===== src/rtl/sine_burst_scheduler.sv =====
// Phase-accumulating sine LUT address sequencer with per-command tuning word,
// sample divider, finite period count and graceful stop at a period boundary.
//   state | meaning
//   IDLE  | waiting for a command, cmd_ready high
//   RUN   | emitting samples every div+1 clocks, busy high
module sine_burst_scheduler #(
  parameter int ADDR_WIDTH  = 8,
  parameter int PHASE_WIDTH = 16,
  parameter int CNT_WIDTH   = 16,
  parameter int DIV_WIDTH   = 16
) (
  input  logic                   clk,
  input  logic                   rst_n,
  input  logic                   cmd_valid,
  output logic                   cmd_ready,
  input  logic [PHASE_WIDTH-1:0] cmd_ftw,
  input  logic [DIV_WIDTH-1:0]   cmd_div,
  input  logic [CNT_WIDTH-1:0]   cmd_cycles,
  input  logic                   stop_req,
  output logic [ADDR_WIDTH-1:0]  lut_addr,
  output logic                   lut_en,
  output logic                   busy,
  output logic [CNT_WIDTH-1:0]   cycle_cnt,
  output logic                   done,
  output logic                   cmd_err
);

  typedef enum logic {IDLE = 1'b0, RUN = 1'b1} state_t;

  state_t                 state_q, state_d;
  logic [PHASE_WIDTH-1:0] ftw_q, ftw_d;
  logic [DIV_WIDTH-1:0]   div_q, div_d;
  logic [CNT_WIDTH-1:0]   cycles_q, cycles_d;
  logic [PHASE_WIDTH-1:0] phase_q, phase_d;
  logic [DIV_WIDTH-1:0]   div_cnt_q, div_cnt_d;
  logic [ADDR_WIDTH-1:0]  lut_addr_q, lut_addr_d;
  logic                   lut_en_q, lut_en_d;
  logic [CNT_WIDTH-1:0]   cycle_cnt_q, cycle_cnt_d;
  logic                   done_q, done_d;
  logic                   err_q, err_d;
  logic                   stop_pend_q, stop_pend_d;

  logic                   tick;
  logic [PHASE_WIDTH:0]   phase_sum;
  logic [CNT_WIDTH:0]     cnt_inc;
  logic                   last_period;

  assign tick        = (div_cnt_q == div_q);
  assign phase_sum   = {1'b0, phase_q} + {1'b0, ftw_q};
  assign cnt_inc     = {1'b0, cycle_cnt_q} + {{CNT_WIDTH{1'b0}}, 1'b1};
  assign last_period = (cycles_q != '0) && (cnt_inc == {1'b0, cycles_q});

  always_comb begin
    state_d     = state_q;
    ftw_d       = ftw_q;
    div_d       = div_q;
    cycles_d    = cycles_q;
    phase_d     = phase_q;
    div_cnt_d   = div_cnt_q;
    lut_addr_d  = lut_addr_q;
    lut_en_d    = 1'b0;
    cycle_cnt_d = cycle_cnt_q;
    done_d      = 1'b0;
    err_d       = 1'b0;
    stop_pend_d = stop_pend_q;

    case (state_q)
      IDLE: begin
        if (cmd_valid) begin
          if (cmd_ftw == '0) begin
            err_d = 1'b1;
          end else begin
            ftw_d       = cmd_ftw;
            div_d       = cmd_div;
            cycles_d    = cmd_cycles;
            phase_d     = '0;
            div_cnt_d   = '0;
            cycle_cnt_d = '0;
            stop_pend_d = 1'b0;
            state_d     = RUN;
          end
        end
      end
      RUN: begin
        if (stop_req) stop_pend_d = 1'b1;
        if (tick) begin
          div_cnt_d  = '0;
          lut_addr_d = phase_q[PHASE_WIDTH-1 -: ADDR_WIDTH];
          lut_en_d   = 1'b1;
          phase_d    = phase_sum[PHASE_WIDTH-1:0];
          // carry out of the accumulator marks the end of a full period
          if (phase_sum[PHASE_WIDTH]) begin
            cycle_cnt_d = cnt_inc[CNT_WIDTH] ? cycle_cnt_q : cnt_inc[CNT_WIDTH-1:0];
            if (last_period || stop_pend_q || stop_req) begin
              state_d     = IDLE;
              done_d      = 1'b1;
              stop_pend_d = 1'b0;
            end
          end
        end else begin
          div_cnt_d = div_cnt_q + {{(DIV_WIDTH-1){1'b0}}, 1'b1};
        end
      end
      default: state_d = IDLE;
    endcase
  end

  always_ff @(posedge clk or negedge rst_n) begin
    if (!rst_n) begin
      state_q     <= IDLE;
      ftw_q       <= '0;
      div_q       <= '0;
      cycles_q    <= '0;
      phase_q     <= '0;
      div_cnt_q   <= '0;
      lut_addr_q  <= '0;
      lut_en_q    <= 1'b0;
      cycle_cnt_q <= '0;
      done_q      <= 1'b0;
      err_q       <= 1'b0;
      stop_pend_q <= 1'b0;
    end else begin
      state_q     <= state_d;
      ftw_q       <= ftw_d;
      div_q       <= div_d;
      cycles_q    <= cycles_d;
      phase_q     <= phase_d;
      div_cnt_q   <= div_cnt_d;
      lut_addr_q  <= lut_addr_d;
      lut_en_q    <= lut_en_d;
      cycle_cnt_q <= cycle_cnt_d;
      done_q      <= done_d;
      err_q       <= err_d;
      stop_pend_q <= stop_pend_d;
    end
  end

  assign cmd_ready = (state_q == IDLE);
  assign busy      = (state_q == RUN);
  assign lut_addr  = lut_addr_q;
  assign lut_en    = lut_en_q;
  assign cycle_cnt = cycle_cnt_q;
  assign done      = done_q;
  assign cmd_err   = err_q;

endmodule


===== config.mk =====
export PLATFORM = sky130hd
export DESIGN_NAME = sine_burst_scheduler
export DESIGN_NICKNAME = d
export VERILOG_FILES = /design/src/rtl/sine_burst_scheduler.sv
export SDC_FILE = /design/constraint.sdc
export NUM_CORES = 1
export LEC_CHECK = 0
export CAP_MARGIN = 10
export CORE_UTILIZATION = 50
export CTS_CLUSTER_DIAMETER = 120
export CTS_CLUSTER_SIZE = 28
export DETAILED_ROUTE_END_ITERATION = 12
export GPL_TIMING_DRIVEN = 1
export PLACE_DENSITY_LB_ADDON = 0.25
export SYNTH_ARGS = -nofsm -noshare
export SYNTH_HDL_FRONTEND = slang
export SYNTH_SLANG_ARGS = --single-unit

===== constraint.sdc =====
create_clock -name clk -period 3.3 [get_ports clk]
set_input_delay 0.66 -clock clk [delete_from_list [all_inputs] [get_ports clk]]
set_output_delay 0.66 -clock clk [all_outputs]
set_load 0.03 [all_outputs]

; Word level (Yosys, flattened, before mapping)
; Index checks and enable logic that the tools add are counted.
[totals]
reg_bits = 109
mem_bits_ro = 0
wordCells = 66
memories = 0
ramBits = 0
latchBits = 0
[classes]
n_reduce_logical = 10
muxes = 32
mul = 0
n_addsub = 3
bitwise_logic = 2
n_eq_ne = 7
div = 0
shift = 0
magnitude_cmp = 0
[ops]
columns = op, n
row1 = $mux 16, 7
row2 = $pmux 16 s2, 3
row3 = $mux 1, 20
row4 = $add 16x1->17 const B, 1
row5 = $add 16x16->17, 1
row6 = $eq 17x16->1, 1
row7 = $add 16x1->16 const B, 1
row8 = $eq 16x16->1, 1
row9 = $logic_not 16->1, 1
row10 = $reduce_bool 16->1, 1
row11 = $ne 2x2->1 const B, 3
row12 = $reduce_and 3->1, 2
row13 = $reduce_and 5->1, 1
row14 = $ne 2x1->1 const B, 2
row15 = $pmux 1 s2, 2
row16 = $reduce_and 2->1, 2
row17 = $logic_or 1x1->1, 2
row18 = $not 1->1, 2
row19 = $logic_and 1x1->1, 1

; Depth between registers and ports, before layout
[logic_depth]
ltp_word = 9
ltp_mapped = 10
depth_no_buf = 9

; Worst setup path before layout
; OpenSTA, ideal clock, no wires.
[synth_path]
path_kind = reg-to-reg
start = register cycle_cnt_q[0], in the netlist cycle_cnt[0]
end = register state_q, in the netlist busy
n_path_buf = 1
required_time_ps = 3166
t_arrival_ps = 2545
stages_incl_launch_ff = 10
setup_ps = 134
path_slack_ps = 621
period_less_slack_ps = 2679
cell_sequence = dfrtp_1 ha_1 inv_1 or4_1 buf_2 a2111oi_4 a211oi_1 a2111o_1 o41ai_2 a21oi_1
[synth_via]
elab_chain_cells = 9
[synth_lines]
columns = item, line_no
row1 = "start, declared", 38  ; logic [CNT_WIDTH-1:0] cycle_cnt_q, cycle_cnt_d;
row2 = "start signal, assigned", 131  ; cycle_cnt_q <= cycle_cnt_d;
row3 = $add 16x1->17, 50  ; assign cnt_inc = {1'b0, cycle_cnt_q} + {{CNT_WIDTH{1'b0}}, 1'b1};
row4 = $eq 17x16->1, 51  ; assign last_period = (cycles_q != '0) && (cnt_inc == {1'b0, cycles_q});
row5 = $logic_and 1x1->1, 51
row6 = $logic_or 1x1->1 (2 in a row), 94  ; if (last_period || stop_pend_q || stop_req) begin
row7 = $mux 1, 94
row8 = $mux 1, 92  ; if (phase_sum[PHASE_WIDTH]) begin
row9 = $mux 1, 86  ; if (tick) begin
row10 = $pmux 1 s2, 67  ; case (state_q)
row11 = net state_d, 30  ; state_t state_q, state_d;
row12 = "end signal, assigned", 123  ; state_q <= state_d;
row13 = "end, declared", 30
; The timed path passes the listed nets, and every way through them passes these cells.
; A chain may end at the register's enable or synchronous reset.

; Worst setup path after layout
[layout_path]
start = register ftw_q[0]
end = register cycle_cnt_q[13], in the netlist cycle_cnt[13]
[layout_via]
elab_chain_cells = 3
[layout_lines]
columns = item, line_no
row1 = "start, declared", 31  ; logic [PHASE_WIDTH-1:0] ftw_q, ftw_d;
row2 = "start signal, assigned", 124  ; ftw_q <= ftw_d;
row3 = $add 16x16->17, 49  ; assign phase_sum = {1'b0, phase_q} + {1'b0, ftw_q};
row4 = $ne 2x1->1 (no line), --
row5 = $reduce_and 5->1 (no line), --
; No other way between the ends.

==> summary.txt <==
Timing
  – Skew final: 6.593 ps
  – Tcrit/Tclk final: 0.8959
  – Final Setup Violations: 0
  – RSZ-0062 raised after global routing: false
  – Sum of negative setup slack: 0 ps
  – Max Clock Freq: 338.2 MHz
  – Slew margin rel.: 0.3381
  – Final hold vios: 0
  – Final Slew Violations: 0
  – Tightest Pin Transition: 985.3 ps
  – Crit path time final: 2956 ps

Setup path
  – Worst r2r dst: cycle_cnt[13]$_DFFE_PN0P_
  – WP data required: 3530 ps
  – Crit Path Max Fanout: 13
  – CP Buf/Inv Count: 0
  – Register-to-Register Path Depth: 9
  – Worst reg2reg path startpoint: ftw_q[0]$_DFFE_PN0P_
  – Delay-heaviest family, CP: compound AO/OA/AOI/OAI gates
  – CP max stage cell: or3_1
  – R2R setup slack: 340 ps
  – Crit. End Element: register
  – Max incr delay on CP: 450 ps
  – Kind of critical path: register to register
  – CP startpoint kind: register
  – Crit path arrival time: 3190 ps
  – Crit path cell chain: ha_1 > fa_1 > a211oi_1 > o211a_1 > o21bai_1 > a31oi_1 > or3_1 > nor3_1 > a221o_1

Clocking
  – CTS Root Cell: clkbuf_16
  – Post-CTS Resized: 0
  – Clock-pin slew on the worst setup and hold paths: 70 ps
  – Cts hold-fix bufs: 0
  – CTS max path bufs: 2
  – TritonCTS clock tree: built
  – Clock sinks: 109
  – Clock insertion delay at the later pin of the skew report: 350 ps
  – Post-CTS Setup Inserts: 0
  – H-tree Lvls: 3
  – Total CTS buffers: 9

Floorplan
  – Die footprint: 12,660 sq um
  – I/O Pins: 81
  – Row count: 40
  – Starting Density: 0.5107
  – Die Wd: 112.5 um
  – Die Span Y: 112.5 um
  – Core ar.: 11,960 sq um

Logic synthesis
  – Yosys reg bits: 109
  – Main synth FF type: dfrtp_1
  – Mapped Avg Cell Area: 8.519 sq um
  – Seq/Total Area, Yosys: 0.4465
  – Post-synth EDFFs: 0
  – Ys async rst share: 1.000
  – Synth cell types: 61
  – Yosys warns: 0
  – Mapped Cells: 717
  – Net Count, Synth: 788
  – Mapped Area: 6108 sq um

Global routing
  – Pin count of the biggest net entering global routing: 50
  – Total grt overflow: 0
  – Number of global-route vias before repair: 5,274
  – All-Layer GR Usage: 0.2511
  – First-pass GRT wire length: 25.34 mm
  – Initial antenna violation count: 0

Power and ir drop
  – Share of power burned in registers: 0.472
  – Design Power: 3.538 mW
  – Sw frac: 0.2978
  – Power per cell area: 480.2 nW/um^2
  – Psw: 1.053 mW
  – Logic pwr share: 0.211
  – Clk pwr share: 0.317
  – Int Power: 2.484 mW
  – Worst VDD drop: 0.2780 mV
  – Leak: 3.411 nW

Placed design
  – Global placement routability congestion: 0.9421
  – Final HPWL DP: 10.79 mm
  – IO Port Bufs: 80
  – Post-DP Area: 7054 sq um

Detailed routing
  – Vias: 5,490
  – Drt pass-1 iters: 5
  – Per-cell routed wire length: 16.19 um
  – Antenna-violating nets left: 0
  – 1st-iter DRT viols: 445
  – Final WL: 15.17 mm
  – # DRC: 0
  – Routed vias/inst: 5.859

Outcome
  – Status: complete, no violations

Final layout
  – Final Util: 0.6159
  – Post-Layout Inst Area: 7367 sq um
  – P&R area growth vs syn: 20.61%
  – Final net count: 856
  – Share of cells above drive strength 1: 0.05316
  – Most frequent cells in the layout: nand2_1, dfrtp_1, clkdlybuf4s50_1
  – Most common cell after layout, fill and taps aside: nand2_1
  – Number of inserted diodes: 0

Job
  – Maxcap violations: 0

Min path
  – Hold crit path type: input port to async pin
[state kept, by name (all words and copies together), names as in the netlist]
name and flops:
cycles_q 16, lut_addr 8, phase_q 16, done 1, ftw_q 16, stop_pend_q 1
cycle_cnt 16, div_cnt_q 16, lut_en 1, busy 1, div_q 16, cmd_err 1
[worst reg2reg max path: cells and delay by family (launching register included)]
family                   cells  cell delay, ps
adder cells (fa/ha/maj)      2             670
AO/OA/AOI/OAI                5            1240
AND/OR/NAND/NOR              2             540
flip-flops                   1             390
[how the worst max path moves through the flow]
stage | startpoint | cells past startpoint | slack, ps | to
after floorplan | cycle_cnt[0]$_DFFE_PN0P_ | 9 | 620 | busy$_DFF_PN0_
final | ftw_q[0]$_DFFE_PN0P_ | 9 | 340 | cycle_cnt[13]$_DFFE_PN0P_
after global routing | ftw_q[0]$_DFFE_PN0P_ | 10 | 140 | cycle_cnt[8]$_DFFE_PN0P_
after CTS | ftw_q[0]$_DFFE_PN0P_ | 10 | 330 | cycle_cnt[10]$_DFFE_PN0P_
after detailed placement | ftw_q[0]$_DFFE_PN0P_ | 10 | 340 | cycle_cnt[10]$_DFFE_PN0P_
after global placement | ftw_q[0]$_DFFE_PN0P_ | 9 | 460 | cycle_cnt[13]$_DFFE_PN0P_
[routing by layer]
layer / GRT usage / wire [um]
met1: 0.3299 / 6854
met2: 0.4232 / 7289
met3: 0.02538 / 632
met4: 0.1120 / 389
met5: 0 / 0
[metrics by stage]
step,hold WS (ps),worst slack (ps),std cells
after global placement,457.6,455.9,921
final,328.3,343.5,937
after CTS,352.4,330.8,937
after detailed placement,462.2,336.3,921
after floorplan,364.4,621.1,717
after global routing,390.3,142.3,937
[cell type report]
cell class / instances / area (sq um)
fillers: 1037 / 4594
flip-flops and latches: 109 / 2728
well taps: 147 / 183.9
multi-input cells: 561 / 3206
inverters: 11 / 41.29
clock inverters: 3 / 42.54
clock buffers: 13 / 270.3
repair buffers: 93 / 895.9
[cell usage after synthesis (7+ instances only)]
library cell	instances	area (sq um)
xor2_1	28	245.2
nor3_1	9	45.04
and2_1	7	43.79
o31ai_1	7	52.55
dfrtp_1	109	2728
a21o_1	10	75.07
nor2_1	27	101.4
o21ai_0	39	195.2
ha_1	18	225.2
xnor2_1	17	148.9
inv_1	10	37.54
nand4_1	9	56.30
or3_1	11	68.82
nand2_1	217	814.5
and3_1	11	68.82
nand3_1	48	240.2
clkbuf_1	31	116.4
a21oi_1	18	90.09
nor4_1	13	81.33
[kinds of logic (layout without fill, tap and decap cells)]
logic type / after synthesis / in the layout / synth area share
flip-flops: 109 / 109 / 0.4465
multiplexers: 2 / 2 / 0.003482
buffers and inverters: 47 / 120 / 0.02970
AND/OR/NAND/NOR: 370 / 370 / 0.2737
XOR/XNOR: 45 / 45 / 0.06452
adder cells (fa/ha/maj): 20 / 20 / 0.04179
AO/OA/AOI/OAI: 124 / 124 / 0.1403
[power groups by stage]
stage / sequential (mW) / combinational [mW] / clock, mW
after floorplan: 1.66 / 0.487 / 0
after global placement: 1.68 / 0.712 / 0
after detailed placement: 1.69 / 0.736 / 0
after CTS: 1.67 / 0.743 / 1.15
after global routing: 1.69 / 0.831 / 1.19
final: 1.67 / 0.745 / 1.12
Power figures use the tool's default switching activity.
